==> config.mk <==
export PLATFORM = sky130hd
export DESIGN_NAME = uf_exec_unit
export DESIGN_NICKNAME = d
export VERILOG_FILES = /design/src/rtl/uf_pkg.sv /design/src/rtl/uf_alu.sv /design/src/rtl/uf_exec_unit.sv
export SDC_FILE = /design/constraint.sdc
export NUM_CORES = 1
export LEC_CHECK = 0
export BUFFER_PORTS_ARGS = -buffer_cell sky130_fd_sc_hd__buf_4
export CORE_ASPECT_RATIO = 1.2
export CORE_MARGIN = 4
export CORE_UTILIZATION = 60
export DETAILED_ROUTE_END_ITERATION = 12
export PLACE_DENSITY = 0.75
export REMOVE_ABC_BUFFERS = 1
export SLEW_MARGIN = 0
export SYNTH_ARGS = -nofsm -noshare
export SYNTH_HDL_FRONTEND = slang
export SYNTH_HIERARCHICAL = 1
export SYNTH_SLANG_ARGS = --single-unit
==> constraint.sdc <==
create_clock -name clock -period 65.2 [get_ports clock]
set_input_delay 3.26 -clock clock [delete_from_list [all_inputs] [get_ports clock]]
set_output_delay 3.26 -clock clock [all_outputs]
set_load 0.05 [all_outputs]
==> src/rtl/uf_pkg.sv <==
`default_nettype none
// +------------------------------------------------------------------+
// | uf_pkg : opcodes, FSM states and latency select for uf_exec_unit |
// | Revision: 1.0                                                     |
// +------------------------------------------------------------------+
package uf_pkg;

  localparam logic [3:0] OP_ADD = 4'b0000;
  localparam logic [3:0] OP_SUB = 4'b0001;
  localparam logic [3:0] OP_MUL = 4'b0100;
  localparam logic [3:0] OP_DIV = 4'b0101;

  localparam int c_CNT_W = 8;

  typedef enum logic [1:0] {
    ST_IDLE = 2'd0,
    ST_EXEC = 2'd1,
    ST_DONE = 2'd2
  } state_t;

  // Illegal opcodes still retire, after a single cycle
  function automatic logic [c_CNT_W-1:0] lat_of(input logic [3:0] op, input int lat_add,
                                                input int lat_mul, input int lat_div);
    case (op)
      OP_ADD, OP_SUB: lat_of = c_CNT_W'(lat_add);
      OP_MUL:         lat_of = c_CNT_W'(lat_mul);
      OP_DIV:         lat_of = c_CNT_W'(lat_div);
      default:        lat_of = c_CNT_W'(1);
    endcase
  endfunction

endpackage
`default_nettype wire

==> src/rtl/uf_alu.sv <==
`default_nettype none
// +------------------------------------------------------------------+
// | uf_alu : combinational ADD/SUB/MUL/DIV with error flag            |
// | Revision: 1.0                                                     |
// +------------------------------------------------------------------+
module uf_alu
  import uf_pkg::*;
#(
  parameter int WIDTH = 16
) (
  input  logic [3:0]       op,
  input  logic [WIDTH-1:0] src1,
  input  logic [WIDTH-1:0] src2,
  output logic [WIDTH-1:0] data,
  output logic             err
);

  always_comb begin
    data = '0;
    err  = 1'b0;
    case (op)
      OP_ADD: data = src2 + src1;
      OP_SUB: data = src2 - src1;
      OP_MUL: data = src2 * src1;
      OP_DIV: begin
        if (src1 == '0) begin
          data = '1;
          err  = 1'b1;
        end else begin
          data = src2 / src1;
        end
      end
      default: err = 1'b1;
    endcase
  end

endmodule
`default_nettype wire

==> src/rtl/uf_exec_unit.sv <==
`default_nettype none
// +------------------------------------------------------------------+
// | uf_exec_unit : Tomasulo FU with per-class latency and CDB holding |
// | Revision: 1.0                                                     |
// +------------------------------------------------------------------+
module uf_exec_unit
  import uf_pkg::*;
#(
  parameter int WIDTH   = 16,
  parameter int TAG_W   = 3,
  parameter int LAT_ADD = 1,
  parameter int LAT_MUL = 2,
  parameter int LAT_DIV = 4
) (
  input  logic             clock,
  input  logic             reset_n,
  input  logic             issue_valid,
  output logic             issue_ready,
  input  logic [3:0]       issue_op,
  input  logic [TAG_W-1:0] issue_tag,
  input  logic [WIDTH-1:0] issue_src1,
  input  logic [WIDTH-1:0] issue_src2,
  input  logic             flush,
  input  logic             cdb_grant,
  output logic             cdb_valid,
  output logic [TAG_W-1:0] cdb_tag,
  output logic [WIDTH-1:0] cdb_data,
  output logic             cdb_err,
  output logic             busy
);

  state_t               r_state;
  state_t               w_next;
  logic [c_CNT_W-1:0]   r_cnt;
  logic [3:0]           r_op;
  logic [TAG_W-1:0]     r_tag;
  logic [WIDTH-1:0]     r_src1;
  logic [WIDTH-1:0]     r_src2;
  logic [WIDTH-1:0]     w_alu_data;
  logic                 w_alu_err;
  logic                 w_fire;
  logic                 w_finish;

  uf_alu #(.WIDTH(WIDTH)) u_alu (
    .op   (r_op),
    .src1 (r_src1),
    .src2 (r_src2),
    .data (w_alu_data),
    .err  (w_alu_err)
  );

  assign issue_ready = ~flush & ((r_state == ST_IDLE) | ((r_state == ST_DONE) & cdb_grant));
  assign w_fire      = issue_valid & issue_ready;
  assign w_finish    = ~flush & (r_state == ST_EXEC) & (r_cnt == '0);
  assign cdb_valid   = (r_state == ST_DONE);
  assign busy        = (r_state != ST_IDLE);

  always_ff @(posedge clock) begin
    if (!reset_n) r_state <= ST_IDLE;
    else          r_state <= w_next;
  end

  always_comb begin
    w_next = r_state;
    if (flush) begin
      w_next = ST_IDLE;
    end else begin
      case (r_state)
        ST_IDLE: if (w_fire) w_next = ST_EXEC;
        ST_EXEC: if (r_cnt == '0) w_next = ST_DONE;
        ST_DONE: if (cdb_grant) w_next = w_fire ? ST_EXEC : ST_IDLE;
        default: w_next = ST_IDLE;
      endcase
    end
  end

  // Result registers update only on completion so a retired result lingers on the bus
  always_ff @(posedge clock) begin
    if (!reset_n) begin
      r_cnt    <= '0;
      r_op     <= '0;
      r_tag    <= '0;
      r_src1   <= '0;
      r_src2   <= '0;
      cdb_tag  <= '0;
      cdb_data <= '0;
      cdb_err  <= 1'b0;
    end else begin
      if (flush) begin
        r_cnt <= '0;
      end else if (w_fire) begin
        r_op   <= issue_op;
        r_tag  <= issue_tag;
        r_src1 <= issue_src1;
        r_src2 <= issue_src2;
        r_cnt  <= lat_of(issue_op, LAT_ADD, LAT_MUL, LAT_DIV) - c_CNT_W'(1);
      end else if ((r_state == ST_EXEC) && (r_cnt != '0)) begin
        r_cnt <= r_cnt - c_CNT_W'(1);
      end
      if (w_finish) begin
        cdb_tag  <= r_tag;
        cdb_data <= w_alu_data;
        cdb_err  <= w_alu_err;
      end
    end
  end

endmodule
`default_nettype wire

==> key figures, run 1 <==
Global routing
  • Global-route wire length before repair: 74100 um
  • Global route overflow: 0
  • Number of global-route vias before repair: 14400
  • Antenna violations before repair: 0
  • Pin count of the biggest net entering global routing: 62
  • Total Routing Usage GR: about a third

Timing
  • Min cycle time layout: 30.13 ns
  • Final setup viols: 0
  • Final Hold Viols: 0
  • Relative slew slack: about a third
  • Slew @ Worst Pin: 1.02 ns
  • Final Skew: roughly 0.0052 ns
  • Tcrit/Tclk final: approximately 46%
  • Setup_tns: 0 ns
  • RSZ-0062 raised after global routing: false
  • Pins over their slew limit: 0
  • Fmax: around 33 MHz

Worst setup path
  • Slowest-stage cell, CP: a2111oi_1
  • Slowest cell delay on critical path: roughly 0.91 ns
  • Critical Path Start Type: flip-flop
  • Most frequent CP cell: a21oi_1
  • Crit end category: flip-flop
  • CP Class: reg2reg
  • Critical path data required time: 65.47 ns
  • Crit path DAT: 30.40 ns
  • Maximum fanout along the worst path: 21

Drt
  • Post-route antenna net violation count: 0
  • Via count: 14800
  • DR WL/cell: 20.0 um
  • Final wirelength: 46700 um
  • Initial DRT Pass Iterations: 6
  • DRC violations left: 0
  • Vias/cell: approximately 6.3
  • DRT iter0 DRCs: roughly 1200

Status
  • Outcome: completed

Floorplanning
  • Core footprint: 0.0241 mm2
  • Chip width: 151 um
  • Die ar.: 0.0272 mm2
  • Initial Util: 61.2%
  • Row count: 62
  • Top Ports: 67
  • Die Y: 180 um

Logic synthesis
  • Synthesized netlist cell count: 1970
  • Yosys Warn Count: 6
  • Distinct cells, synth: 86
  • Number of flops mapped to enable cells by yosys: 0
  • Post-synthesis sequential element count: 69
  • Cell Area, Synth: 0.0148 mm2
  • Top_reg_cell synth: dfxtp_1
  • Mean post-synth cell area: roughly 7.5 um2
  • Sequential share of the synthesized area: 9.35%
  • Ys async rst share: 0%

Clocking
  • Clock sink count: 69
  • Post-CTS resize count: 0
  • Num CTS Buffers: 9
  • Post-CTS Setup Repair Bufs: 0
  • H-Tree Depth: 3
  • Clock transition at path regs: 0.06 ns
  • Worst skew pair latency: 0.34 ns
  • Root Buffer: clkbuf_16
  • CTS Buffer Depth: 2
  • CTS tree: yes
  • # hold bufs at CTS: 0

Place
  • GPL Wtd Cong: 0.991
  • HPWL after DPL: 35700 um
  • Port Buf Inserts: 66

Worst hold path
  • Min-delay worst type: reg2reg

Layout
  • ANT cells: 0
  • Share of cells above drive strength 1: 9.63%
  • Area Overhead vs Synth: 8.03%
  • Nets: between 2000 and 2500
  • Multi-input logic area: about 0.012 mm2
  • Most frequent cells in the layout: 288 x nand2_1, 206 x ha_1, 167 x inv_1
  • Fillers: 2154
  • Reg area: between 0.001 and 0.0015 mm2
  • Most common cell after layout, fill and taps aside: nand2_1

Run
  • Max Cap Viol: 0
-- metrics by stage --
step	area (um2)	worst slack [ns]	utilization [%]	hold slack, ns	cells
floorplan	14400	36.66	-	0.435	1891
global placement	15700	36.94	64.9	0.442	2319
detailed placement	15700	35.73	64.9	0.443	2319
CTS	16000	35.65	66.1	0.451	2335
global route	16000	32.48	66.1	0.478	2335
finish	16000	35.07	66.1	0.449	2335
-- worst paths after layout --
path              from           to  slack, ns  depth (start not counted)
max          r_src1[0]  cdb_data[0]      35.07                        122
min reg2reg    cdb_err      cdb_err       0.45                          2
max reg2reg  r_src1[0]  cdb_data[0]      35.07                        122
min            cdb_err      cdb_err       0.45                          2
-- cell usage after synthesis, types with 15 or more instances --
master    number  area share (%)
nand2_1      288             7.3
fa_1          81              11
nor4_1        15            0.64
dfxtp_1       69             9.4
o21ai_0       74             2.5
o31ai_1       16            0.81
o211ai_1      23             1.2
a21boi_0      50             2.5
xnor2_1       90             5.3
inv_1        167             4.2
a31oi_1       24             1.0
a21o_1        27             1.4
or3_1         25             1.1
ha_1         206              17
o21a_1        32             1.6
nor2b_1       22            0.93
a21boi_1      20             1.0
nand3_1       36             1.2
and2_1        36             1.5
xor2_1        46             2.7
nand2b_1      19            0.80
a21oi_1      117             4.0
clkbuf_1      65             1.7
nor2_1       146             3.7
mux2_2        24             1.8
nor3_1        51             1.7
-- cells by family (layout without fill, tap and decap cells) --
kind of cell	Yosys count	after routing	share of synthesized area, %
buffers and inverters	247	292	6.58
and+or+nand+nor	713	713	22.9
AOI/OAI and AO/OA	481	481	21.9
DFF	69	69	9.35
adders and majority gates	287	287	28.4
muxes	37	37	2.78
xor gates and xnor gates	136	136	8.06
-- metal layers --
| layer | track usage, % | vias to the layer above | wire (um) |
|---|---|---|---|
| met3 | 4.99 | 172 | 3780 |
| met2 | 55.3 | 691 | 21600 |
| met1 | 43.6 | 6932 | 18900 |
| met4 | 16.5 | 0 | 2440 |
| li1 | - | 6977 | - |
| met5 | 0 | - | 0 |
-- flip-flops by register name, indices dropped and copies added (netlist names) --
signal / flops
cdb_data: 16
cdb_err: 1
cdb_tag: 3
r_cnt: 8
r_op: 4
r_src1: 16
r_src2: 16
r_state: 2
r_tag: 3
-- worst max-delay path, delay by kind of cell, from the launching register on --
kind	cells	cell delay (ns)
AO/OA/AOI/OAI	68	17.21
flip-flops	1	0.31
adder cells (fa/ha/maj)	16	4.94
AND/OR/NAND/NOR	22	3.69
multiplexers	5	1.71
buffers and inverters	11	2.15
-- layout make-up --
cell class | instances | area share (%)
Multi-Input combinational cell | 1654 | 77.9
Sequential cell | 69 | 8.66
Timing Repair Buffer | 108 | 5.08
Inverter | 168 | 3.95
Tap cell | 320 | 2.51
Clock buffer | 9 | 1.41
Clock inverter | 7 | 0.463
Power of run 1 is not shown: default switching activity piles up to over one toggle a cycle in this logic, so the estimate is an artifact.
==> run 2, diff against run 1 <==
--- a/config.mk
+++ b/config.mk
@@ -8,9 +8,9 @@
 export BUFFER_PORTS_ARGS = -buffer_cell sky130_fd_sc_hd__buf_4
 export CORE_ASPECT_RATIO = 1.2
 export CORE_MARGIN = 4
-export CORE_UTILIZATION = 60
+export CORE_UTILIZATION = 59
 export DETAILED_ROUTE_END_ITERATION = 12
-export PLACE_DENSITY = 0.75
+export PLACE_DENSITY = 0.77
 export REMOVE_ABC_BUFFERS = 1
 export SLEW_MARGIN = 0
 export SYNTH_ARGS = -nofsm -noshare
==> constraint.sdc (replaced) <==
create_clock -name clock -period 25.6 [get_ports clock]
set_input_delay 1.28 -clock clock [delete_from_list [all_inputs] [get_ports clock]]
set_output_delay 1.28 -clock clock [all_outputs]
set_load 0.05 [all_outputs]
==> key figures, run 2 (synthesis results as in run 1) <==
Clocking
  • CTS tree: yes
  • # hold bufs at CTS: 0 (unchanged)
  • H-Tree Depth: 3 (unchanged)
  • Clock transition at path regs: 0.06 ns (about the same)
  • CTS Buffer Depth: 2 (unchanged)
  • Clock sink count: 69 (unchanged)
  • Num CTS Buffers: 9 (unchanged)
  • Worst skew pair latency: 0.34 ns (about the same)
  • Root Buffer: clkbuf_16

Timing
  • Final Skew: 0.00770 ns (+0.00245 ns)
  • Slew @ Worst Pin: 0.836 ns (-0.179 ns)
  • Min cycle time layout: 24.73 ns (-5.40 ns)
  • Final Hold Viols: 0 (unchanged)
  • Fmax: 40.4 MHz (+22%)
  • Tcrit/Tclk final: 96.6% (+50 points)
  • Final setup viols: 0 (unchanged)
  • Setup_tns: 0 ns (unchanged)
  • Pins over their slew limit: 0 (unchanged)
  • Final worst slack: 0.875 ns (-34.20 ns)
  • Relative slew slack: 43.8% (+12 points)

Place
  • Dpl ws: -0.814 ns (-36.55 ns)
  • HPWL after DPL: 38000 um (+6.7%)
  • Port Buf Inserts: 66 (unchanged)
  • GPL Wtd Cong: 0.990 (about the same)

Drt
  • Initial DRT Pass Iterations: 5 (-1)
  • Met1 WL: 20400 um (+7.7%)
  • Routed met3 length: 3550 um (-6.1%)
  • Final wirelength: 50600 um (+8.3%)
  • DR WL/cell: 20.8 um (+4.2%)
  • DRC violations left: 0 (unchanged)
  • Vias/cell: 6.26 (-1.0%)
  • Metal2 WL: 24000 um (+11%)
  • Highest Signal Layer: met4
  • Post-route antenna net violation count: 0 (unchanged)
  • Via count: 15200 (+2.9%)
  • DRT iter0 DRCs: 1183 (+2.9%)

Layout
  • Most common cell after layout, fill and taps aside: nand2_1
  • ANT cells: 0 (unchanged)
  • Reg area: 0.00138 mm2 (unchanged)
  • Area Overhead vs Synth: 15.7%
  • Nets: 2428 (+3.7%)
  • Multi-input logic area: 0.0129 mm2 (+3.9%)
  • Share of cells above drive strength 1: 17.2% (+7.5 points)
  • Largest regs: cdb_data x16, r_src1 x16, r_src2 x16
  • Most frequent cells in the layout: 286 x nand2_1, 194 x ha_1, 191 x buf_4
  • Fillers: 2140 (-0.65%)

Worst setup path
  • Crit end category: flip-flop
  • Slowest cell delay on critical path: 0.55 ns (-0.36 ns)
  • CP Class: reg2reg
  • Crit path DAT: 24.96 ns (-5.44 ns)
  • Maximum fanout along the worst path: 10 (-52%)
  • Cell family with most CP delay: compound AO/OA/AOI/OAI gates
  • Slowest-stage cell, CP: nor4_1
  • Critical Path Start Type: flip-flop
  • CP bufs+invs: 13 (+2)
  • Critical path data required time: 25.84 ns (-39.63 ns)

Run
  • Max Cap Viol: 0 (unchanged)

Floorplanning
  • Chip width: 152 um (+0.80%)
  • Core footprint: 0.0247 mm2 (+2.3%)
  • Die ar.: 0.0276 mm2 (+1.6%)
  • Initial Util: 59.9% (-1.4 points)
  • Die Y: 181 um (+0.81%)
  • Top Ports: 67 (unchanged)
  • Row count: 63 (+1.6%)

Global routing
  • Antenna violations before repair: 0 (unchanged)
  • Number of global-route vias before repair: 15000 (+3.9%)
  • Global-route wire length before repair: 77800 um (+5.0%)
  • Total Routing Usage GR: 34.7% (+0.75 points)
  • Pin count of the biggest net entering global routing: 62 (unchanged)
  • Global route overflow: 0 (unchanged)

Worst hold path
  • Min-delay worst type: reg2reg

Status
  • Outcome: completed
[run 2: changes by cell type in the layout (fill, tap and decap cells not counted), moves of 6 or more]
cell     before  now
buf_4       108  191
a21oi_1     117   97
o31ai_1      15    8
ha_1        206  194
o21ai_0      73   64
o21ai_1       3    9
ha_4          0    9
a21oi_2       0   19
[run 2: metrics by stage]
step | instances | instance area (um2) | util [%] | hold WS, ns
2_1_floorplan | 1891 | 14400 | - | 0.435
3_3_place_gp | 2376 | 16100 | 65.1 | 0.441
3_5_place_dp | 2376 | 16100 | 65.1 | 0.445
4_1_cts | 2396 | 16400 | 66.6 | 0.451
5_1_grt | 2427 | 17100 | 69.3 | 0.472
6_report | 2427 | 17100 | 69.3 | 0.450
[run 2: what timing repair did]
action,CTS,global route
pin swaps,3,31
gates cloned,0,0
resized for setup,14,95
buffers inserted,4,31
endpoints found under the setup margin,1,2
[run 2: metal layers]
metal | vias up | track usage (%)
met3 | 172 | 5.17
met4 | 0 | 17.1
met1 | 7262 | 43.1
li1 | 7150 | -
met5 | - | 0
met2 | 616 | 58.9
[run 2: tightest hold or removal path, delay by kind of cell, from the launching register on]
family | cells | cell delay [ns]
AOI/OAI and AO/OA | 1 | 0.05
DFF | 1 | 0.31
and+or+nand+nor | 1 | 0.05
[run 2: layout make-up]
cell class | instances | area share, %
sequential | 69 | 8.08
timing repair buffer | 195 | 8.65
multi-input combinational | 1654 | 75.6
tap | 325 | 2.38
inverter | 168 | 3.69
clock inverter | 4 | 0.132
clock buffer | 12 | 1.50
[run 2: worst paths after layout]
check / to / from / slack [ns] / cells past startpoint
worst min register to register: cdb_data[10] / cdb_data[10] / 0.45 / 2
worst min-delay path: cdb_data[10] / cdb_data[10] / 0.45 / 2
worst max register to register: cdb_data[0] / r_src2[14] / 0.87 / 120
worst max-delay path: cdb_data[0] / r_src2[14] / 0.87 / 120
Power of run 2 is left out for the same reason.
==> run 3, diff against run 2 <==
--- a/config.mk
+++ b/config.mk
@@ -7,12 +7,11 @@
 export LEC_CHECK = 0
 export BUFFER_PORTS_ARGS = -buffer_cell sky130_fd_sc_hd__buf_4
 export CORE_ASPECT_RATIO = 1.2
-export CORE_MARGIN = 4
 export CORE_UTILIZATION = 59
 export DETAILED_ROUTE_END_ITERATION = 12
 export PLACE_DENSITY = 0.77
 export REMOVE_ABC_BUFFERS = 1
-export SLEW_MARGIN = 0
+export SLEW_MARGIN = 20
 export SYNTH_ARGS = -nofsm -noshare
 export SYNTH_HDL_FRONTEND = slang
 export SYNTH_HIERARCHICAL = 1
==> key figures, run 3 (synthesis results as in run 1) <==
Status
  • Outcome: completed

Floorplanning
  • Die Y: 175 um (-3.3%)
  • Die ar.: 0.0257 mm2 (-7.1%)
  • Top Ports: 67 (unchanged)
  • Chip width: 146 um (-3.9%)
  • Initial Util: 59.9% (unchanged)
  • Core footprint: 0.0247 mm2 (unchanged)
  • Row count: 63 (unchanged)

Timing
  • Min cycle time layout: 25.05 ns (+0.321 ns)
  • Setup_tns: 0 ns (unchanged)
  • Final setup viols: 0 (unchanged)
  • Fmax: 39.9 MHz (-1.3%)
  • Final Skew: 0.00517 ns (-0.00253 ns)
  • Relative slew slack: 41.3% (-2.5 points)
  • Slew @ Worst Pin: 0.874 ns (+0.0378 ns)
  • Tcrit/Tclk final: 97.8% (+1.3 points)
  • Pins over their slew limit: 0 (unchanged)
  • Final Hold Viols: 0 (unchanged)

Worst setup path
  • Critical Path Start Type: flip-flop
  • Maximum fanout along the worst path: 17 (+7)
  • Crit end category: flip-flop
  • Critical path data required time: 25.89 ns (+0.05 ns)
  • Slowest-stage cell, CP: o41a_1
  • Most frequent CP cell: ha_1
  • R2R Path Start: r_src1[0]
  • Critical path origin: r_src1[0]
  • CP Class: reg2reg
  • Slowest cell delay on critical path: 0.47 ns (-0.08 ns)
  • Crit path DAT: 25.33 ns (+0.37 ns)

Clocking
  • Num CTS Buffers: 9 (unchanged)
  • Clock sink count: 69 (unchanged)
  • CTS Buffer Depth: 2 (unchanged)
  • Worst skew pair latency: 0.35 ns (about the same)
  • CTS tree: yes
  • H-Tree Depth: 3 (unchanged)
  • # hold bufs at CTS: 0 (unchanged)
  • Clock transition at path regs: 0.06 ns (about the same)
  • Root Buffer: clkbuf_16

Drt
  • Initial DRT Pass Iterations: 8 (+3)
  • Vias/cell: 6.30 (+0.54%)
  • Final wirelength: 51100 um (+0.98%)
  • DRC violations left: 0 (unchanged)
  • Via count: 15500 (+1.9%)
  • DR WL/cell: 20.8 um (-0.37%)
  • DRT iter0 DRCs: 1084 (-8.4%)
  • Post-route antenna net violation count: 0 (unchanged)

Layout
  • Most frequent cells in the layout: 286 x nand2_1, 222 x buf_4, 195 x ha_1
  • Area Overhead vs Synth: 17.8%
  • Share of cells above drive strength 1: 18.9% (+1.8 points)
  • Cell area after layout: 0.0174 mm2 (+1.8%)
  • Most common cell after layout, fill and taps aside: nand2_1
  • Final Util: 70.5% (+1.2 points)
  • Final Non-Filler Cells: 2460 (+1.4%)
  • Nets: 2459 (+1.3%)
  • Largest regs: cdb_data x16, r_src1 x16, r_src2 x16

Place
  • Port Buf Inserts: 66 (unchanged)
  • HPWL after DPL: 37900 um (-0.45%)
  • Placed instance area: 0.0162 mm2 (+1.0%)
  • GPL Wtd Cong: 0.979 (-1.1%)
  • Placed Cells: 2396 (+0.84%)

Global routing
  • Global route overflow: 0 (unchanged)
  • Antenna violations before repair: 1 (+1)
  • Global-route wire length before repair: 77700 um (about the same)
  • Number of global-route vias before repair: 15000 (+0.39%)
  • Total Routing Usage GR: 38.3% (+3.6 points)
  • Pin count of the biggest net entering global routing: 62 (unchanged)

Worst hold path
  • Min-delay worst type: reg2reg
  • Hold path startpoint: cdb_data[3]

Run
  • Max Cap Viol: 0 (unchanged)
==> run 3: final cells by class <==
class	instances	area (um2)
Tap cell	325	407
Clock inverter	3	20.0
Fill cell	2099	7270
Multi-Input combinational cell	1655	13000
Timing Repair Buffer	225	1700
Inverter	168	631
Clock buffer	13	260
Antenna cell	2	5.00
Sequential cell	69	1380
==> run 3: layer usage <==
layer  global-route usage [%]  share of wire, %
met4                     24.1               5.9
met2                     65.9                48
met1                     45.5                40
met5                        0                 0
met3                     4.39               6.5
==> run 3: critical path, delay by kind of cell (launching register included) <==
| family | cells | cell delay (ns) |
|---|---|---|
| compound gates | 54 | 11.10 |
| fa+ha+maj | 16 | 4.93 |
| mux | 7 | 2.09 |
| buf+inv | 12 | 1.83 |
| flops | 1 | 0.32 |
| simple gates | 22 | 4.52 |
| xor+xnor | 1 | 0.17 |
==> run 3: final timing paths <==
kind	slack, ns	endpoint	cells after the start
setup / recovery	0.55	cdb_data[0]	112
hold / removal	0.45	cdb_data[3]	2
setup reg to reg	0.55	cdb_data[0]	112
hold reg to reg	0.45	cdb_data[3]	2
==> run 3: repair_timing <==
action | CTS | global route
gates cloned | 0 | 2
endpoints found under the setup margin | 1 | 2
pin swaps | 1 | 47
resized for setup | 13 | 110
buffers inserted | 2 | 42
==> run 3: per-stage QoR <==
stage	setup WS, ns	hold slack, ns
6_report	0.553	0.454
5_1_grt	-0.474	0.471
4_1_cts	0.0129	0.454
3_5_place_dp	-0.689	0.446
3_3_place_gp	0.163	0.439
2_1_floorplan	-2.94	0.435
Power of run 3 is left out for the same reason.
